[config.mk]
export PLATFORM = sky130hd
export DESIGN_NAME = mult_result_drain
export DESIGN_NICKNAME = d
export VERILOG_FILES = /design/src/rtl/mult_result_drain.sv
export SDC_FILE = /design/constraint.sdc
export NUM_CORES = 1
export LEC_CHECK = 0
export ABC_AREA = 0
export CELL_PAD_IN_SITES_DETAIL_PLACEMENT = 0
export CELL_PAD_IN_SITES_GLOBAL_PLACEMENT = 1
export CORE_MARGIN = 4
export CORE_UTILIZATION = 40
export CTS_CLUSTER_SIZE = 30
export DETAILED_ROUTE_END_ITERATION = 12
export DONT_BUFFER_PORTS = 1
export PLACE_DENSITY = 0.69
export SETUP_SLACK_MARGIN = 0.4
export SYNTH_ARGS = -nofsm -noshare
export SYNTH_HDL_FRONTEND = slang
export SYNTH_SLANG_ARGS = --single-unit
[constraint.sdc]
create_clock -name clock -period 21.2 [get_ports clock]
set_input_delay 3.18 -clock clock [delete_from_list [all_inputs] [get_ports clock]]
set_output_delay 3.18 -clock clock [all_outputs]
set_load 0.005 [all_outputs]
[src/rtl/mult_result_drain.sv]
// Resolves carry-save multiplier output to a 64-bit product and queues it for writeback.
// Latency 3 edges in to out_valid; no upstream stall, almost_full warns issue, full drops are sticky-flagged.
module mult_result_drain #(
  parameter int DEPTH   = 4,
  parameter int TAG_W   = 5,
  parameter int AF_FREE = 2
) (
  input  logic             clock,
  input  logic             reset_n,
  input  logic             in_valid,
  input  logic [31:0]      in_sum_lo,
  input  logic [31:0]      in_sum_hi,
  input  logic [31:0]      in_cry_lo,
  input  logic [31:0]      in_cry_hi,
  input  logic [TAG_W-1:0] in_tag,
  output logic             out_valid,
  input  logic             out_ready,
  output logic [63:0]      out_product,
  output logic             out_ovf,
  output logic [TAG_W-1:0] out_tag,
  output logic             almost_full,
  output logic             overflow_err
);

  localparam int PTR_W = $clog2(DEPTH);
  localparam int CNT_W = PTR_W + 1;
  localparam logic [CNT_W-1:0] DEPTH_C   = CNT_W'(DEPTH);
  localparam logic [CNT_W-1:0] AF_FREE_C = CNT_W'(AF_FREE);

  typedef struct packed {
    logic [63:0]      product;
    logic             ovf;
    logic [TAG_W-1:0] tag;
  } entry_t;

  // Stage A: low half resolved, high half operands carried forward
  logic             va_q, va_d;
  logic [31:0]      lo_q, lo_d;
  logic             c32_q, c32_d;
  logic [31:0]      sum_hi_q, sum_hi_d;
  logic [31:0]      cry_hi_q, cry_hi_d;
  logic [TAG_W-1:0] tag_a_q, tag_a_d;

  // Stage B: complete entry ready to push
  logic             vb_q, vb_d;
  entry_t           ent_b_q, ent_b_d;

  // FIFO state
  entry_t           mem_q [DEPTH];
  logic [PTR_W-1:0] wr_ptr_q, wr_ptr_d;
  logic [PTR_W-1:0] rd_ptr_q, rd_ptr_d;
  logic [CNT_W-1:0] count_q, count_d;
  logic             ovf_err_q, ovf_err_d;

  logic             do_push;
  logic             do_pop;
  logic             full;
  logic [32:0]      lo_sum;
  logic [31:0]      hi_sum;
  entry_t           head;

  always_comb begin
    lo_sum   = {1'b0, in_sum_lo} + {1'b0, in_cry_lo};
    va_d     = in_valid;
    lo_d     = lo_q;
    c32_d    = c32_q;
    sum_hi_d = sum_hi_q;
    cry_hi_d = cry_hi_q;
    tag_a_d  = tag_a_q;
    if (in_valid) begin
      lo_d     = lo_sum[31:0];
      c32_d    = lo_sum[32];
      sum_hi_d = in_sum_hi;
      cry_hi_d = in_cry_hi;
      tag_a_d  = in_tag;
    end
  end

  always_comb begin
    hi_sum  = sum_hi_q + cry_hi_q + {31'b0, c32_q};
    vb_d    = va_q;
    ent_b_d = ent_b_q;
    if (va_q) begin
      ent_b_d.product = {hi_sum, lo_q};
      ent_b_d.ovf     = (hi_sum != {32{lo_q[31]}});
      ent_b_d.tag     = tag_a_q;
    end
  end

  // A push into a full FIFO is still accepted when the head leaves on the same edge
  always_comb begin
    full      = (count_q == DEPTH_C);
    do_pop    = out_valid && out_ready;
    do_push   = vb_q && (!full || do_pop);
    wr_ptr_d  = wr_ptr_q + PTR_W'(do_push);
    rd_ptr_d  = rd_ptr_q + PTR_W'(do_pop);
    count_d   = count_q + CNT_W'(do_push) - CNT_W'(do_pop);
    ovf_err_d = ovf_err_q || (vb_q && full && !do_pop);
  end

  always_ff @(posedge clock or negedge reset_n) begin
    if (!reset_n) begin
      va_q      <= 1'b0;
      lo_q      <= '0;
      c32_q     <= 1'b0;
      sum_hi_q  <= '0;
      cry_hi_q  <= '0;
      tag_a_q   <= '0;
      vb_q      <= 1'b0;
      ent_b_q   <= '0;
      wr_ptr_q  <= '0;
      rd_ptr_q  <= '0;
      count_q   <= '0;
      ovf_err_q <= 1'b0;
    end else begin
      va_q      <= va_d;
      lo_q      <= lo_d;
      c32_q     <= c32_d;
      sum_hi_q  <= sum_hi_d;
      cry_hi_q  <= cry_hi_d;
      tag_a_q   <= tag_a_d;
      vb_q      <= vb_d;
      ent_b_q   <= ent_b_d;
      wr_ptr_q  <= wr_ptr_d;
      rd_ptr_q  <= rd_ptr_d;
      count_q   <= count_d;
      ovf_err_q <= ovf_err_d;
    end
  end

  always_ff @(posedge clock) begin
    if (do_push) begin
      mem_q[wr_ptr_q] <= ent_b_q;
    end
  end

  // Head fields are masked while empty so stale storage never reaches the outputs
  always_comb begin
    head         = mem_q[rd_ptr_q];
    out_valid    = (count_q != '0);
    out_product  = out_valid ? head.product : 64'b0;
    out_ovf      = out_valid ? head.ovf : 1'b0;
    out_tag      = out_valid ? head.tag : '0;
    almost_full  = ((DEPTH_C - count_q) <= AF_FREE_C);
    overflow_err = ovf_err_q;
  end

endmodule
==> metrics <==
status=complete, no violations; Top Ports=210; Mapped Area=0.02076 mm2; Avg Inst Size Synth=15.54 um2; Pleak=8.670 nW; critical path's largest stage delay=940 ps; top cells by count, synth=280 x edfxtp_1, 182 x dfrtp_1, 153 x mux2_2; Worst Path Arrival=3180 ps; crit path capture type=primary output; Die H=235.8 um; CTS Buf Count=49; largest net degree at the start of global routing=183; post-synthesis instance total=1,336; first-pass GRT wire length=71,390 um; most common cell in the netlist=edfxtp_1; yosys warns=0; worst hold slack=482.4 ps; worst skew pair latency=580 ps; IO buf count=0; Crit path max-delay family=flip-flops; grt total ovfl=0; drt initial violations=684; hold_buf cts=0; DR pass1 iterations=5; worst-path cell chain=buf_4 > mux4_2 > and2_1; Synth top area share=40.49%; die width=235.8 um; Vias/cell=5.444; # DRC=0; Synth cell types=73; post-layout min period=6357 ps; Post-CTS Resized=0; post-CTS setup buffer count=0; layout cells sized above 1=24.12%; H-tree Lvls=2; Final nets=1,559; fmax=157.3 MHz; max_slew headroom=27.82%; Startpoint Class=flop; Slowest-stage cell, CP=dfrtp_4; Setup CP Type=flop to primary output; PD cells=128.8 mW/mm2; CTS tree=yes; Area contributors post-synth=edfxtp_1 40%, dfrtp_1 22%, mux2_2 8.3%; Vias=11,260; CP bufs+invs=1; Longest Clk Path Bufs=3; Final Skew=19.48 ps; Hold Vio Cnt, Final=0; Rows=83; sequential area share after synthesis=62.43%; Root Driver=clkbuf_16; crit path max fanout=36; n_diodes=0; ys flop type=edfxtp_1; total track usage=16.30%; Setup TNS Final=0 ps; worst min-delay path category=flop to flop; Worst-Margin Slew=1077 ps; core footprint=0.05130 mm2; DIE AREA=0.05562 mm2; dpl ws=14,910 ps; Post-Syn Nets=1,547; initial antenna violation count=2; P&R area growth vs syn=11.51%; Starting Density=40.47%; max-cap violation count=0; setup violators final=0; synthesized flop and latch total=462; wire per inst=22.07 um; Slew Limit Fails=0; Max rail drop VDD=63.75 uV; Post-synth EDFFs=280; clock slew at reported path FFs=60 ps; Crit path required time=18,020 ps; final worst slack=14,840 ps; Detail Placement HPWL=28,830 um; RSZ-0062 raised after global routing=no; Yosys top cell by area=edfxtp_1; design area=0.02315 mm2; period utilization=29.98%; Cell Area, Placed=0.02153 mm2; Sink Count=462; FFs w/ async S/R, synth=39.39%; total power=2.981 mW; GPL Wtd Cong=0.8185; Post-Route WL=45,660 um; vias in the first global route=11,730; ANT nets after route=0
==> where the power goes <==
| part | switching, mW | internal, mW |
|---|---|---|
| Clock | 0.349 | 0.503 |
| Combinational | 0.411 | 0.350 |
| Sequential | 0.136 | 1.23 |
| Total | 0.897 | 2.08 |
==> logic make-up after synthesis <==
group                    Yosys count  share of synthesized area (%)
AO/OA/AOI/OAI                    197                          6.707
AND/OR/NAND/NOR                  231                          6.177
buffers and inverters             89                          1.633
multiplexers                     228                          16.13
adder cells (fa/ha/maj)           74                          4.604
XOR/XNOR                          55                          2.320
flip-flops                       462                          62.43
==> layout make-up <==
type,instances,area [um2]
fillers,4582,28150
clock buffers,65,1326
repair buffers,10,75.07
multi-input cells,785,7485
flip-flops and latches,462,12970
clock inverters,27,292.8
inverters,40,150.1
well taps,680,850.8
==> sequential cells by signal (all words and copies together), names as in the netlist <==
| register | count |
|---|---|
| overflow_err | 1 |
| vb_q | 1 |
| tag_a_q | 5 |
| cry_hi_q | 32 |
| rd_ptr_q | 2 |
| mem_q | 280 |
| c32_q | 1 |
| sum_hi_q | 32 |
| lo_q | 32 |
| ent_b_q | 70 |
| va_q | 1 |
| count_q | 3 |
| wr_ptr_q | 2 |
==> worst paths after layout <==
check / start / end / slack, ps / depth (start not counted)
hold / removal: lo_q[13]$_DFFE_PN0P_ / lo_q[13]$_DFFE_PN0P_ / 480 / 1
setup / recovery: rd_ptr_q[0]$_DFF_PN0_ / out_product[26] / 14840 / 3
setup reg to reg: count_q[1]$_DFF_PN0_ / mem_q[2][3]$_DFFE_PP_ / 17010 / 12
max in group asynchronous: reset_n / ent_b_q[3]$_DFFE_PN0P_ / 18430 / 0
min in group asynchronous: reset_n / cry_hi_q[1]$_DFFE_PN0P_ / 2320 / 0
hold reg to reg: lo_q[13]$_DFFE_PN0P_ / lo_q[13]$_DFFE_PN0P_ / 480 / 1
==> layer usage <==
metal | up-vias | part of all wire (%) | track usage, %
met5 | - | 0.028 | 0
met2 | 252 | 50 | 27.44
met3 | 47 | 4.5 | 3.145
met4 | 2 | 1.3 | 3.132
li1 | 5142 | - | -
met1 | 5820 | 44 | 22.38
==> stage by stage <==
step                utilization (%)  instances
floorplan                         -       1336
global route                  45.13       2069
global placement              41.98       1977
CTS                           45.13       2069
detailed placement            41.98       1977
finish                        45.13       2069
==> cells in the final DEF, fill, tap and decap left out, types with 6 or more instances in the layout <==
master     netlist  routed
edfxtp_1       280     280
clkbuf_16        0      49
o21a_1           7       7
and3_1          10       9
a211oi_1         6       6
dfrtp_1        182     179
a21oi_1         46      46
clkinv_1         0       6
a21o_1          35      35
and2_1          77      77
nand2_1         42      42
xor2_1          23      23
o21bai_1         7       7
nand3_1         10      10
buf_4            0      10
nor3_1          16      15
a31oi_1          8       8
ha_1            70      70
nor2_1          26      25
o211ai_1         8       8
clkbuf_1        38      12
xnor2_1         32      32
inv_1           40      39
o21ai_0         30      30
clkinv_2         0       9
mux2_2         153     153
nand4_1         11      11
nand2b_1         9       9
mux4_2          70      70
==> worst reg2reg max path, delay by kind of cell, from the launching register on <==
kind	cells	cell delay, ps
AND/OR/NAND/NOR	5	1280
flip-flops	1	430
adder cells (fa/ha/maj)	2	390
buffers and inverters	5	1660
Power figures use the tool's default switching activity.
